**config.mk**
```make
export PLATFORM = sky130hd
export DESIGN_NAME = inst_encoder
export DESIGN_NICKNAME = d
export VERILOG_FILES = /design/src/rtl/inst_encoder.sv
export SDC_FILE = /design/constraint.sdc
export NUM_CORES = 1
export LEC_CHECK = 0
export BUFFER_PORTS_ARGS = -buffer_cell sky130_fd_sc_hd__buf_2
export CAP_MARGIN = 40
export CORE_MARGIN = 2
export CORE_UTILIZATION = 28
export CTS_CLUSTER_DIAMETER = 200
export DETAILED_ROUTE_END_ITERATION = 10
export HOLD_SLACK_MARGIN = 0.02
export PLACE_DENSITY = 0.43
export SYNTH_ARGS = -nofsm -noshare
export SYNTH_HDL_FRONTEND = slang
export SYNTH_SLANG_ARGS = --single-unit
```
**constraint.sdc**
```tcl
create_clock -name clk -period 5.4 [get_ports clk]
set_clock_uncertainty 0.2 [all_clocks]
set_input_delay 0.54 -clock clk [delete_from_list [all_inputs] [get_ports clk]]
set_output_delay 0.54 -clock clk [all_outputs]
set_load 0.05 [all_outputs]
```
**src/rtl/inst_encoder.sv**
```systemverilog
// Packs instruction descriptors into 16-bit words and streams them into imem.
// Latency: a descriptor accepted in cycle N has its write request up in cycle N+2.
// Backpressure: mem_ready stalls the FIFO head; in_ready drops when stage+FIFO are full.

module inst_encoder_fifo #(
   parameter int W     = 16,
   parameter int DEPTH = 4
) (
   input  logic                     clk,
   input  logic                     rst,
   input  logic                     flush,
   input  logic                     push,
   input  logic [W-1:0]             push_dat,
   input  logic                     pop,
   output logic [W-1:0]             head,
   output logic [$clog2(DEPTH):0]   count
);
   localparam int PW = $clog2(DEPTH);

   logic [W-1:0]  mem_q [DEPTH];
   logic [PW-1:0] rd_q;
   logic [PW-1:0] wr_q;
   logic [PW:0]   cnt_q;

   // Pointer and occupancy tracking; flush empties the queue in one cycle.
   always_ff @(posedge clk) begin
      if (rst || flush) begin
         rd_q  <= '0;
         wr_q  <= '0;
         cnt_q <= '0;
      end else begin
         if (push) wr_q <= wr_q + 1'b1;
         if (pop)  rd_q <= rd_q + 1'b1;
         case ({push, pop})
            2'b10:   cnt_q <= cnt_q + 1'b1;
            2'b01:   cnt_q <= cnt_q - 1'b1;
            default: cnt_q <= cnt_q;
         endcase
      end
   end

   // Storage needs no reset; the head is only looked at when count is non-zero.
   always_ff @(posedge clk) begin
      if (push) mem_q[wr_q] <= push_dat;
   end

   assign head  = mem_q[rd_q];
   assign count = cnt_q;
endmodule

module inst_encoder #(
   parameter int AW    = 8,
   parameter int DEPTH = 4
) (
   input  logic          clk,
   input  logic          rst,
   input  logic          start,
   input  logic [AW-1:0] start_addr,
   input  logic          in_valid,
   output logic          in_ready,
   input  logic          in_last,
   input  logic [2:0]    in_fmt,
   input  logic [3:0]    in_op,
   input  logic [2:0]    in_ra,
   input  logic [2:0]    in_rb,
   input  logic [7:0]    in_imm,
   input  logic [2:0]    in_cond,
   output logic          mem_we,
   output logic [AW-1:0] mem_addr,
   output logic [15:0]   mem_wdata,
   input  logic          mem_ready,
   output logic          busy,
   output logic          done,
   output logic          err,
   output logic [1:0]    err_code,
   output logic [AW:0]   word_count
);
   localparam int PW = $clog2(DEPTH);

   localparam logic [1:0] S_IDLE  = 2'd0;
   localparam logic [1:0] S_RUN   = 2'd1;
   localparam logic [1:0] S_FLUSH = 2'd2;
   localparam logic [1:0] S_ERR   = 2'd3;

   localparam logic [1:0] E_NONE = 2'b00;
   localparam logic [1:0] E_ILL  = 2'b01;
   localparam logic [1:0] E_IMM  = 2'b10;
   localparam logic [1:0] E_OVF  = 2'b11;

   logic [1:0]    state_q, state_d;
   logic [AW-1:0] addr_q, addr_d;
   logic [AW:0]   wc_q, wc_d;
   logic          err_q, err_d;
   logic [1:0]    code_q, code_d;
   logic          stg_vld_q, stg_vld_d;
   logic [15:0]   stg_word_q, stg_word_d;
   logic [1:0]    stg_code_q, stg_code_d;

   logic [15:0]   enc_word;
   logic [1:0]    enc_code;
   logic          is_shift;
   logic [PW:0]   fifo_cnt;
   logic [PW:0]   occ;
   logic [15:0]   fifo_head;
   logic          active, fifo_full, fifo_empty;
   logic          accept, push, pop, stg_bad, ovf, fail, flush_done, last_addr;
   logic [1:0]    fail_code;

   // Field packing and reserved-encoding classification of the incoming descriptor.
   assign is_shift = (in_op[3:2] == 2'b10);
   always_comb begin
      enc_word = 16'h0;
      enc_code = E_NONE;
      case (in_fmt)
         3'd0: begin
            enc_word = {2'b11, in_ra, in_rb, in_op, (is_shift ? in_imm[3:0] : 4'h0)};
            if (in_op == 4'b0111 || in_op == 4'b1110)  enc_code = E_ILL;
            else if (is_shift && in_imm[7:4] != 4'h0)  enc_code = E_IMM;
         end
         3'd1:    enc_word = {2'b00, in_ra, in_rb, in_imm};
         3'd2:    enc_word = {2'b01, in_ra, in_rb, in_imm};
         3'd3:    enc_word = {2'b10, 3'b000, in_rb, in_imm};
         3'd4:    enc_word = {2'b10, 3'b100, 3'b000, in_imm};
         3'd5:    enc_word = {2'b10, 3'b111, in_cond, in_imm};
         default: enc_code = E_ILL;
      endcase
   end

   assign active     = (state_q == S_RUN) || (state_q == S_FLUSH);
   assign fifo_empty = (fifo_cnt == '0);
   assign fifo_full  = (fifo_cnt == (PW+1)'(DEPTH));
   // The encode stage is a slot of its own, so DEPTH+1 words fit before stalling.
   assign occ        = fifo_cnt + {{PW{1'b0}}, stg_vld_q};
   assign in_ready   = (state_q == S_RUN) && (occ <= (PW+1)'(DEPTH));
   assign accept     = in_valid && in_ready;
   assign mem_we     = active && !fifo_empty;
   assign pop        = mem_we && mem_ready;
   assign stg_bad    = stg_vld_q && (stg_code_q != E_NONE);
   assign push       = active && stg_vld_q && !stg_bad && (!fifo_full || pop);
   assign last_addr  = (addr_q == '1);
   // Writing the top word is fatal only if another word is still owed.
   assign ovf        = pop && last_addr &&
                       ((state_q == S_RUN) || stg_vld_q || (fifo_cnt > (PW+1)'(1)));
   assign fail       = active && (stg_bad || ovf);
   assign fail_code  = stg_bad ? stg_code_q : E_OVF;
   assign flush_done = (state_q == S_FLUSH) && !stg_vld_q && fifo_empty;

   inst_encoder_fifo #(.W(16), .DEPTH(DEPTH)) u_fifo (
      .clk      (clk),
      .rst      (rst),
      .flush    (fail),
      .push     (push),
      .push_dat (stg_word_q),
      .pop      (pop),
      .head     (fifo_head),
      .count    (fifo_cnt)
   );

   // Encode stage: load on accept, drain into the FIFO, drop everything on error.
   always_comb begin
      stg_vld_d  = stg_vld_q;
      stg_word_d = stg_word_q;
      stg_code_d = stg_code_q;
      if (fail) begin
         stg_vld_d = 1'b0;
      end else if (accept) begin
         stg_vld_d  = 1'b1;
         stg_word_d = enc_word;
         stg_code_d = enc_code;
      end else if (push) begin
         stg_vld_d = 1'b0;
      end
   end

   // Load FSM, address counter and error reporting.
   always_comb begin
      state_d = state_q;
      addr_d  = addr_q;
      wc_d    = wc_q;
      err_d   = err_q;
      code_d  = code_q;
      if (pop) begin
         wc_d = wc_q + 1'b1;
         if (!last_addr) addr_d = addr_q + 1'b1;
      end
      case (state_q)
         S_IDLE, S_ERR: begin
            if (start) begin
               state_d = S_RUN;
               addr_d  = start_addr;
               wc_d    = '0;
               err_d   = 1'b0;
               code_d  = E_NONE;
            end
         end
         S_RUN: begin
            if (fail) begin
               state_d = S_ERR;
               err_d   = 1'b1;
               code_d  = fail_code;
            end else if (accept && in_last) begin
               state_d = S_FLUSH;
            end
         end
         S_FLUSH: begin
            if (fail) begin
               state_d = S_ERR;
               err_d   = 1'b1;
               code_d  = fail_code;
            end else if (flush_done) begin
               state_d = S_IDLE;
            end
         end
         default: state_d = S_IDLE;
      endcase
   end

   // State registers with synchronous reset.
   always_ff @(posedge clk) begin
      if (rst) begin
         state_q    <= S_IDLE;
         addr_q     <= '0;
         wc_q       <= '0;
         err_q      <= 1'b0;
         code_q     <= E_NONE;
         stg_vld_q  <= 1'b0;
         stg_word_q <= 16'h0;
         stg_code_q <= E_NONE;
      end else begin
         state_q    <= state_d;
         addr_q     <= addr_d;
         wc_q       <= wc_d;
         err_q      <= err_d;
         code_q     <= code_d;
         stg_vld_q  <= stg_vld_d;
         stg_word_q <= stg_word_d;
         stg_code_q <= stg_code_d;
      end
   end

   assign mem_addr   = addr_q;
   assign mem_wdata  = mem_we ? fifo_head : 16'h0;
   assign busy       = active;
   assign done       = flush_done;
   assign err        = err_q;
   assign err_code   = code_q;
   assign word_count = wc_q;
endmodule

```
==> metrics.cfg, run 1 <==
[status]
status = finished, final reports clean

[setup_path]
crit_path_cell_trace = inv_1 > ha_1 > nand2b_1 > nand2_1 > o32a_1 > or2b_1 > nor2_1
start_kind = register
crit_fanout = 20
crit_type = reg -> reg
critPathMaxStageDelay_ns = 0.76
crit_path_end_kind = register
required_ns = 5.47
worst_path_max_delay_cell = o32a_1
worstPathArrival_ns = 3.53

[yosys]
syn_inst = 422
synth_nets = 473
synth_edf_count = 64
ys_ff_latch = 114
synth.top_cells.by_area = edfxtp_1 (38%), dfxtp_1 (20%), mux4_2 (7.1%)
yosysWarningCount = 0
ys_seq_area_share_pct = 57.2
ys_top_cells_by_count = edfxtp_1 (64), dfxtp_1 (50), nor2_1 (38)
synth.top_cell.area_share_pct = 37.6
ys.flop_type = edfxtp_1
synth.most_common_cell = edfxtp_1
async_reset_ff_share_pct = 0
yosysTopAreaCell = edfxtp_1
yosys.cell_types.count = 54
synth_area_um2 = 5110
syn_area_per_cell_um2 = 12.1

[sta]
relSlewSlack_pct = 37.5
slew_viol_final = 0
setup-tns-final_ns = 0
period_needed_ns = 3.46
worst_pin_slew_ns = 0.936
setup_violations = 0
period_share_pct = 64.1
rsz0062_at_grt = false
finalHoldViolations = 0
clock.fmax_ghz = 0.289
fin_ws_ns = 1.94

[power]
fin_total_pwr_mw = 2.29
internal_power_mw = 1.73
clockPowerShare_pct = 48.7
p_comb_share_pct = 8.9
swShare_pct = 24.4
cellLeakagePower_nw = 2.42
pwr-share-seq_pct = 42.4
power.density_nw_per_um2 = 360
p_sw_uw = 558
vdd_drop_max_v = 0.000173

[clocking]
ctsHoldBuffers = 0
post-cts-setup-buffers = 0
clk_pin_slew_ns = 0.06
cts_buffers = 17
cts_resized = 0
clock-sinks = 114
clkLatencyLatePin_ns = 0.40
htree_levels = 4
cts_root_buf = clkbuf_16
cts_tree = done
clock_path_buffers = 2

[global_routing]
grt_overflow_total = 0
grt_first_pass_wirelength_um = 20000
grt_max_degree = 37
antenna_found_initial = 0
grt_usage_pct = 13.4
grt_pass1_vias = 3622

[final_layout]
drive_above_1_share_pct = 27.0
syn_to_final_growth_pct = 24.2
diodes = 0
layout.nets = 553

[detailed_routing]
first_pass_iters = 4
vias = 3605
ant_nets = 0
viasPerCell = 4.85
drt_wl_total_um = 12900
wl_per_cell_um = 17.3
drc_errors = 0
drt_iter0_drc = 209

[placed_design]
place_congestion = 0.721
hpwl_um = 8970
dp_slack_ns = 1.91
io_buffers = 77

[floorplan]
die_area_um2 = 19300
design.core.area_um2 = 18000
fp-row-count = 49
initial_utilization_pct = 28.4
die_w_um = 139
die_y_um = 139
pin_count = 78

[job]
maxCapViolCount = 0

[worst_hold_path]
hold_path_class = in -> reg

-- flip-flops by register name (all words and copies together) (netlist names), 3 cells and up, named ones only --
signal / flops
u_fifo.count: 3
word_count: 9
mem_addr: 8
stg_word_q: 16
u_fifo.mem_q: 64
-- critical path, delay by kind of cell, from the launching register on --
| family | cells | cell delay, ns |
|---|---|---|
| compound gates | 1 | 0.76 |
| fa+ha+maj | 1 | 0.23 |
| buf+inv | 1 | 0.11 |
| flops | 1 | 0.41 |
| simple gates | 4 | 1.61 |
-- power by group through the flow --
stage	Sequential, mW	Combinational [mW]	Clock, mW
detailed placement	0.988	0.205	0
global placement	0.987	0.203	0
floorplan	1.00	0.120	0
global route	0.973	0.221	1.18
CTS	0.970	0.206	1.14
finish	0.969	0.203	1.11
-- final cells by class --
cell class | instances | area, um2
Inverter | 16 | 60.1
Timing Repair Buffer | 85 | 483
Clock inverter | 14 | 161
Clock buffer | 18 | 429
Multi-Input combinational cell | 268 | 2000
Tap cell | 229 | 287
Sequential cell | 114 | 2920
Fill cell | 1778 | 11600
-- through the flow --
| step | cell area (um2) | utilization [%] | instances | hold slack (ns) |
|---|---|---|---|---|
| 6_report | 6350 | 35.3 | 744 | 0.218 |
| 5_1_grt | 6350 | 35.3 | 744 | 0.211 |
| 4_1_cts | 6350 | 35.3 | 744 | 0.201 |
| 3_5_place_dp | 5760 | 32.0 | 712 | 0.277 |
| 3_3_place_gp | 5670 | 31.6 | 706 | 0.288 |
| 2_1_floorplan | 5110 | - | 422 | 0.254 |
-- placed cells by master, fill, tap and decap left out, types with 3 or more instances in the layout --
cell	synthesis	routed
o21ai_0	9	9
xor2_1	10	10
o21ai_1	4	4
and2_1	6	6
buf_8	0	5
ha_1	13	13
buf_2	6	77
clkinvlp_4	0	3
nor3_1	15	15
dfxtp_1	50	50
a22oi_1	5	5
nand3_1	5	5
clkbuf_16	0	17
buf_4	1	3
mux2i_1	5	5
xnor2_1	12	12
and3_1	17	17
nor2_1	38	38
o22ai_1	3	3
nand4_1	9	9
bufinv_16	0	3
nor2b_1	3	3
edfxtp_1	64	64
clkinv_2	0	3
inv_1	16	16
a211oi_1	12	12
inv_6	0	3
nand2_1	19	19
a21oi_1	22	22
nand2b_1	12	12
mux4_2	16	16
-- cells by family after synthesis --
| logic type | after synthesis | share of synthesized area [%] |
|---|---|---|
| buffers and inverters | 40 | 3.60 |
| xor gates and xnor gates | 22 | 3.77 |
| adders and majority gates | 13 | 3.18 |
| DFF | 114 | 57.2 |
| muxes | 21 | 8.03 |
| and+or+nand+nor | 137 | 14.2 |
| AOI/OAI and AO/OA | 75 | 9.99 |
-- per-layer routing --
metal | wire length, um | GRT usage [%]
met5 | 0 | 0
met4 | 177 | 4.47
met3 | 560 | 3.14
met2 | 6420 | 22.6
met1 | 5730 | 17.0
-- final timing paths --
| kind | from | to | slack (ns) | cells after the start |
|---|---|---|---|---|
| setup / recovery | u_fifo.count[1] | register | 1.94 | 7 |
| hold / removal | in_imm[0] | stg_word_q[0] | 0.22 | 3 |
| setup reg to reg | u_fifo.count[1] | register | 1.94 | 7 |
| hold reg to reg | err | err | 0.28 | 2 |
(Power assumes the default switching activity.)
==> run 2: changes to the inputs <==
--- a/config.mk
+++ b/config.mk
@@ -5,6 +5,7 @@
 export SDC_FILE = /design/constraint.sdc
 export NUM_CORES = 1
 export LEC_CHECK = 0
+export ABC_AREA = 1
 export BUFFER_PORTS_ARGS = -buffer_cell sky130_fd_sc_hd__buf_2
 export CAP_MARGIN = 40
 export CORE_MARGIN = 2
@@ -12,7 +13,7 @@
 export CTS_CLUSTER_DIAMETER = 200
 export DETAILED_ROUTE_END_ITERATION = 10
 export HOLD_SLACK_MARGIN = 0.02
-export PLACE_DENSITY = 0.43
+export PLACE_DENSITY = 0.44
 export SYNTH_ARGS = -nofsm -noshare
 export SYNTH_HDL_FRONTEND = slang
 export SYNTH_SLANG_ARGS = --single-unit
==> constraint.sdc (replaced) <==
create_clock -name clk -period 2.8 [get_ports clk]
set_clock_uncertainty 0.2 [all_clocks]
set_input_delay 0.28 -clock clk [delete_from_list [all_inputs] [get_ports clk]]
set_output_delay 0.28 -clock clk [all_outputs]
set_load 0.05 [all_outputs]
==> run 2 against run 1 <==
Effect of this change: core utilization rose by 0.55 points; total power rose by 130%; area after synthesis grew 5.7%; worst hold slack worse by 0.17 ns; non-clock buffer count rose by 13; cell count increased by 29%; critical path depth stayed put; combinational power rose to 6.1 times the previous value; first-iteration DRC count increased by 3.8%; sequential cell count stayed put; highest routed layer unchanged.
==> metrics.cfg, run 2 <==
[yosys]
yosysWarningCount = 0  ; unchanged
ys_ff_latch = 114  ; unchanged
yosys.cell_types.count = 40  ; -26%
synth_nets = 642  ; +36%
syn_inst = 591  ; +40%
synth.top_cells.by_area = edfxtp_1 (36%), dfxtp_1 (19%), nor2_1 (7.2%)
synth.most_common_cell = nor2_1
synth.top_cell.area_share_pct = 35.6  ; -2.0 points
synth_area_um2 = 5400  ; +5.7%
yosysTopAreaCell = edfxtp_1
syn_area_per_cell_um2 = 9.14  ; -25%
ys_seq_area_share_pct = 54.1  ; -3.1 points
async_reset_ff_share_pct = 0  ; unchanged
synth_edf_count = 64  ; unchanged
ys.flop_type = edfxtp_1
ys_top_cells_by_count = nor2_1 (103), nand2_1 (76), edfxtp_1 (64)

[detailed_routing]
first_pass_iters = 4  ; unchanged
drt_iter0_drc = 217  ; +3.8%
wl_per_cell_um = 13.9  ; -20%
drc_errors = 0  ; unchanged
vias = 4245  ; +18%
drt_wl_total_um = 13300  ; +3.1%
ant_nets = 0  ; unchanged
viasPerCell = 4.43  ; -8.6%

[clocking]
ctsHoldBuffers = 10  ; +10
clk_pin_slew_ns = 0.05  ; about the same
cts_root_buf = clkbuf_16
cts_buffers = 17  ; unchanged
clock_path_buffers = 2  ; unchanged
htree_levels = 4  ; unchanged
cts_resized = 0  ; unchanged
cts_tree = done
clkLatencyLatePin_ns = 0.41  ; about the same
clock-sinks = 114  ; unchanged
post-cts-setup-buffers = 0  ; unchanged

[placed_design]
place_congestion = 0.755  ; +4.7%
io_buffers = 77  ; unchanged
hpwl_um = 9690  ; +8.0%
dp_slack_ns = 0.389  ; -1.53 ns

[global_routing]
grt_pass1_vias = 4151  ; +15%
grt-busiest-layer = met2
grt_max_degree = 33  ; -11%
grt_usage_pct = 13.9  ; +0.45 points
global_route.usage.met2_pct = 22.3  ; -0.29 points
antenna_found_initial = 0  ; unchanged
use_met3_pct = 3.69  ; +0.55 points
grt_first_pass_wirelength_um = 21600  ; +8.0%
grt_overflow_total = 0  ; unchanged
use_met1_pct = 18.3  ; +1.3 points

[sta]
finalHoldViolations = 0  ; unchanged
worst_pin_slew_ns = 0.566  ; -0.370 ns
clock.fmax_ghz = 0.383
period_needed_ns = 2.61
period_share_pct = 93.1
relSlewSlack_pct = 62.2  ; +25 points
rsz0062_at_grt = false
fin_ws_ns = 0.192  ; -1.75 ns
setup_violations = 0  ; unchanged
slew_viol_final = 0  ; unchanged
setup-tns-final_ns = 0  ; unchanged

[floorplan]
die_w_um = 143  ; +2.7%
die_area_um2 = 20400  ; +5.5%
design.core.area_um2 = 18800  ; +4.8%
fp-row-count = 50  ; +2.0%
initial_utilization_pct = 28.7  ; +0.23 points
die_y_um = 143  ; +2.7%
pin_count = 78  ; unchanged

[final_layout]
regArea_um2 = 2920  ; unchanged
diodes = 0  ; unchanged
largest_reg_flops = 64  ; unchanged
mostFrequentLayoutCells = nor2_1 (103), buf_2 (77), nand2_1 (76)
syn_to_final_growth_pct = 25.1
final_common_cell = nor2_1
layout.nets = 736  ; +33%
num-fill-cells = 1933  ; +8.7%
largest-register = u_fifo.mem_q
multi_input_area_um2 = 2090  ; +4.5%
drive_above_1_share_pct = 23.1  ; -3.9 points

[job]
maxCapViolCount = 0  ; unchanged

[power]
power.density_nw_per_um2 = 791  ; +120%
fin_total_pwr_mw = 5.34  ; +130%
vdd_drop_max_v = 0.000456  ; +160%
cellLeakagePower_nw = 2.74  ; +13%

[setup_path]
worst_path_max_delay_cell = ha_1
crit_fanout = 16  ; -20%
path_delay_family = buffers and inverters
crit_buf_inv = 4  ; +3
required_ns = 2.32  ; -3.15 ns
crit_path_end_kind = primary output
worstPathArrival_ns = 2.13  ; -1.40 ns
start_kind = register
crit_path_cell_trace = inv_1 > ha_1 > inv_4 > nand2_4 > buf_4 > a21oi_1 > buf_2
crit_type = reg -> out
critPathMaxStageDelay_ns = 0.38  ; -0.38 ns

[worst_hold_path]
hold_path_class = in -> reg

[status]
status = finished, final reports clean

run 2: worst register-to-register path, cell delays in order, from the launching register on:
cell     delay (ns)
dfxtp_1        0.35
inv_1          0.05
ha_1           0.38
inv_4          0.15
nand2_4        0.10
nor2_8         0.22
o21ai_1        0.22
nor2_1         0.24
buf_12         0.20
run 2: logic make-up after synthesis:
logic type	share of synthesized area, %
and+or+nand+nor	22.1
AOI/OAI and AO/OA	12.0
DFF	54.1
buffers and inverters	7.09
adders and majority gates	3.01
xor gates and xnor gates	1.62
run 2: final timing paths:
path,start,endpoint,slack (ns),cells past startpoint
min,in_imm[3],stg_word_q[3],0.05,4
max,state_q[0],mem_wdata[0],0.19,7
max reg2reg,state_q[0],u_fifo.mem_q[3][8],0.40,8
min reg2reg,err,err,0.27,2
run 2: power breakdown:
part	total, mW	internal [mW]	switching (mW)
Combinational	1.24	0.346	0.896
Clock	2.09	1.32	0.778
Sequential	2.01	1.89	0.113
run 2: layer usage:
layer	wire [um]	vias to the layer above	part of all wire [%]
met2	6120	74	46
met3	488	8	3.7
met5	0	-	0
met4	112	0	0.84
met1	6560	1999	49
li1	-	2164	-
run 2: layout make-up:
type / instances / area share, %
Multi-Input combinational cell: 395 / 31.0
Sequential cell: 114 / 43.3
Tap cell: 260 / 4.81
Inverter: 59 / 3.35
Clock buffer: 17 / 6.30
Timing Repair Buffer: 98 / 8.96
Clock inverter: 15 / 2.33
run 2: through the flow:
step | hold slack (ns) | cell area, um2 | cells | util [%]
after floorplan | 0.219 | 5400 | 591 | -
after detailed placement | 0.252 | 6070 | 916 | 32.3
after global placement | 0.269 | 6070 | 916 | 32.3
final | 0.0470 | 6760 | 958 | 35.9
after CTS | 0.0305 | 6760 | 958 | 35.9
after global routing | 0.0398 | 6760 | 958 | 35.9
==> run 3: changes to the inputs <==
--- a/config.mk
+++ b/config.mk
@@ -9,11 +9,11 @@
 export BUFFER_PORTS_ARGS = -buffer_cell sky130_fd_sc_hd__buf_2
 export CAP_MARGIN = 40
 export CORE_MARGIN = 2
-export CORE_UTILIZATION = 28
+export CORE_UTILIZATION = 40
 export CTS_CLUSTER_DIAMETER = 200
 export DETAILED_ROUTE_END_ITERATION = 10
 export HOLD_SLACK_MARGIN = 0.02
-export PLACE_DENSITY = 0.44
+export PLACE_DENSITY = 0.59
 export SYNTH_ARGS = -nofsm -noshare
 export SYNTH_HDL_FRONTEND = slang
 export SYNTH_SLANG_ARGS = --single-unit
==> run 3 against run 2 <==
Effect of this change: routed wire length shrank 9.8%; first-iteration DRC count grew 19%; setup slack gained 0.028 ns; maximum frequency grew 1.1%; via count shrank 0.28%; sequential share of layout area grew 0.79 points; worst hold slack lost 0.016 ns; combinational power is essentially flat; non-clock buffer count grew 1; cell count shrank 8.7%; critical endpoint is now u_fifo.mem_q[3][7]; largest power group unchanged.
==> metrics.cfg, run 3 (synthesis gave the netlist of run 2 again) <==
[clocking]
cts_root_buf = clkbuf_16
post-cts-setup-buffers = 0  ; unchanged
clkLatencyLatePin_ns = 0.41  ; about the same
cts_buffers = 17  ; unchanged
clock_path_buffers = 2  ; unchanged
clk_pin_slew_ns = 0.06  ; about the same
cts_tree = done
htree_levels = 4  ; unchanged
clock-sinks = 114  ; unchanged

[sta]
slew_viol_final = 0  ; unchanged
hold_ws_ns = 0.0307  ; -0.0164 ns
setup-tns-final_ns = 0  ; unchanged
period_needed_ns = 2.58  ; -0.0279 ns
period_share_pct = 92.1  ; -1.0 points
setup_violations = 0  ; unchanged
clock.fmax_ghz = 0.388  ; +1.1%
relSlewSlack_pct = 64.5  ; +2.3 points
rsz0062_at_grt = false
worst_pin_slew_ns = 0.526  ; -0.0399 ns
finalHoldViolations = 0  ; unchanged

[setup_path]
required_ns = 2.72  ; +0.40 ns
crit_fanout = 18  ; +2
worstPathArrival_ns = 2.50  ; +0.37 ns
crit_buf_inv = 3  ; -1
path_delay_family = simple AND/OR/NAND/NOR gates
worst_path_max_delay_cell = ha_1
crit_type = reg -> reg
crit_path_cell_trace = inv_1 > ha_1 > inv_4 > nand2_4 > nor2_8 > o21ai_1 > nor2_1 > buf_12
critPathMaxStageDelay_ns = 0.38  ; about the same
crit_path_end_kind = register
start_kind = register

[final_layout]
largest_reg_flops = 64  ; unchanged
stdcell_count = 875  ; -8.7%
final_common_cell = nor2_1
mostFrequentLayoutCells = nor2_1 (103), buf_2 (77), nand2_1 (76)
num-fill-cells = 1277  ; -34%
largest-register = u_fifo.mem_q
layout.nets = 737  ; +0.14%
multi_input_area_um2 = 2090  ; unchanged
drive_above_1_share_pct = 23.0  ; -0.033 points
final_area_um2 = 6640  ; -1.8%
regArea_um2 = 2920  ; unchanged
diodes = 0  ; unchanged
syn_to_final_growth_pct = 22.9

[worst_hold_path]
hold_path_class = in -> reg

[placed_design]
placedCellCount = 832  ; -9.2%
io_buffers = 77  ; unchanged
hpwl_um = 8400  ; -13%
place_congestion = 0.840  ; +11%
placedInstanceArea_um2 = 5970  ; -1.7%

[global_routing]
grt_usage_pct = 17.7  ; +3.8 points
grt_pass1_vias = 4214  ; +1.5%
grt_first_pass_wirelength_um = 20000  ; -7.3%
grt_max_degree = 34  ; +3.0%
antenna_found_initial = 0  ; unchanged
grt_overflow_total = 0  ; unchanged

[detailed_routing]
drt_iter0_drc = 259  ; +19%
vias = 4233  ; -0.28%
ant_nets = 0  ; unchanged
drc_errors = 0  ; unchanged
drt_wl_total_um = 12000  ; -9.8%
viasPerCell = 4.84  ; +9.2%
first_pass_iters = 5  ; +1
wl_per_cell_um = 13.7  ; -1.2%

[power]
cellLeakagePower_nw = 2.73  ; -0.38%
swShare_pct = 33.8  ; +0.35 points
p_comb_share_pct = 23.5  ; +0.3 points
power.density_nw_per_um2 = 791  ; about the same
vdd_drop_max_v = 0.000680  ; +49%
p_sw_mw = 1.77  ; -0.75%
internal_power_mw = 3.47  ; -2.3%
pwr-share-seq_pct = 38.2  ; +0.6 points
clockPowerShare_pct = 38.3  ; -0.9 points
fin_total_pwr_mw = 5.25  ; -1.8%

[floorplan]
design.core.area_um2 = 13200  ; -30%
initial_utilization_pct = 40.9  ; +12 points
die_w_um = 120  ; -16%
die_y_um = 120  ; -16%
die_area_um2 = 14400  ; -29%
fp-row-count = 42  ; -16%
pin_count = 78  ; unchanged

[status]
status = finished, final reports clean

[job]
maxCapViolCount = 0  ; unchanged

[run 3: changes by cell type in the layout (fill, tap and decap cells not counted)]
| cell | delta |
|---|---|
| clkinv_2 | +1 |
| inv_6 | +1 |
| dlygate4sd3_1 | +1 |
| bufinv_16 | -1 |
| clkinv_4 | -2 |
| clkinvlp_4 | +1 |
[run 3: area by class of cell]
| class | count | area share [%] |
|---|---|---|
| Tap cell | 176 | 3.32 |
| Timing Repair Buffer | 99 | 9.28 |
| Sequential cell | 114 | 44.1 |
| Clock inverter | 15 | 1.98 |
| Multi-Input combinational cell | 395 | 31.5 |
| Inverter | 59 | 3.41 |
| Clock buffer | 17 | 6.41 |
[run 3: metrics by stage]
step	utilization, %	worst slack [ns]
after floorplan	-	0.0982
after global placement	45.2	0.314
after detailed placement	45.2	0.215
after CTS	50.3	0.189
after global routing	50.3	0.0378
final	50.3	0.220
[run 3: power by group through the flow]
stage	Clock, mW	Combinational (mW)	Sequential, mW
6_report	2.01	1.23	2.00
5_1_grt	2.12	1.36	2.02
4_1_cts	2.05	1.24	2.00
3_5_place_dp	0	1.22	2.04
3_3_place_gp	0	1.21	2.03
2_1_floorplan	0	0.835	2.14
[run 3: final timing paths]
| path | start | to | slack [ns] | cells past startpoint |
|---|---|---|---|---|
| worst max-delay path | state_q[0] | u_fifo.mem_q[3][7] | 0.22 | 8 |
| worst min-delay path | in_fmt[0] | stg_word_q[14] | 0.03 | 4 |
| worst max register to register | state_q[0] | u_fifo.mem_q[3][7] | 0.22 | 8 |
| worst min register to register | err_code[1] | err_code[1] | 0.27 | 2 |
[run 3: what timing repair did]
item                      4_1_cts  5_1_grt
resized for setup               0        0
hold buffers                   11        0
hold endpoints to repair       11        0
[run 3: tightest hold or removal path: stages]
cell and delay (ns):
buf_2 0.11, nor2_1 0.06, nand3_1 0.08, a21oi_1 0.06
[run 3: per-layer routing]
metal	wire length (um)	global-route usage [%]
met4	156	6.91
met3	590	3.77
met2	5450	27.2
met5	0	0
met1	5790	24.5
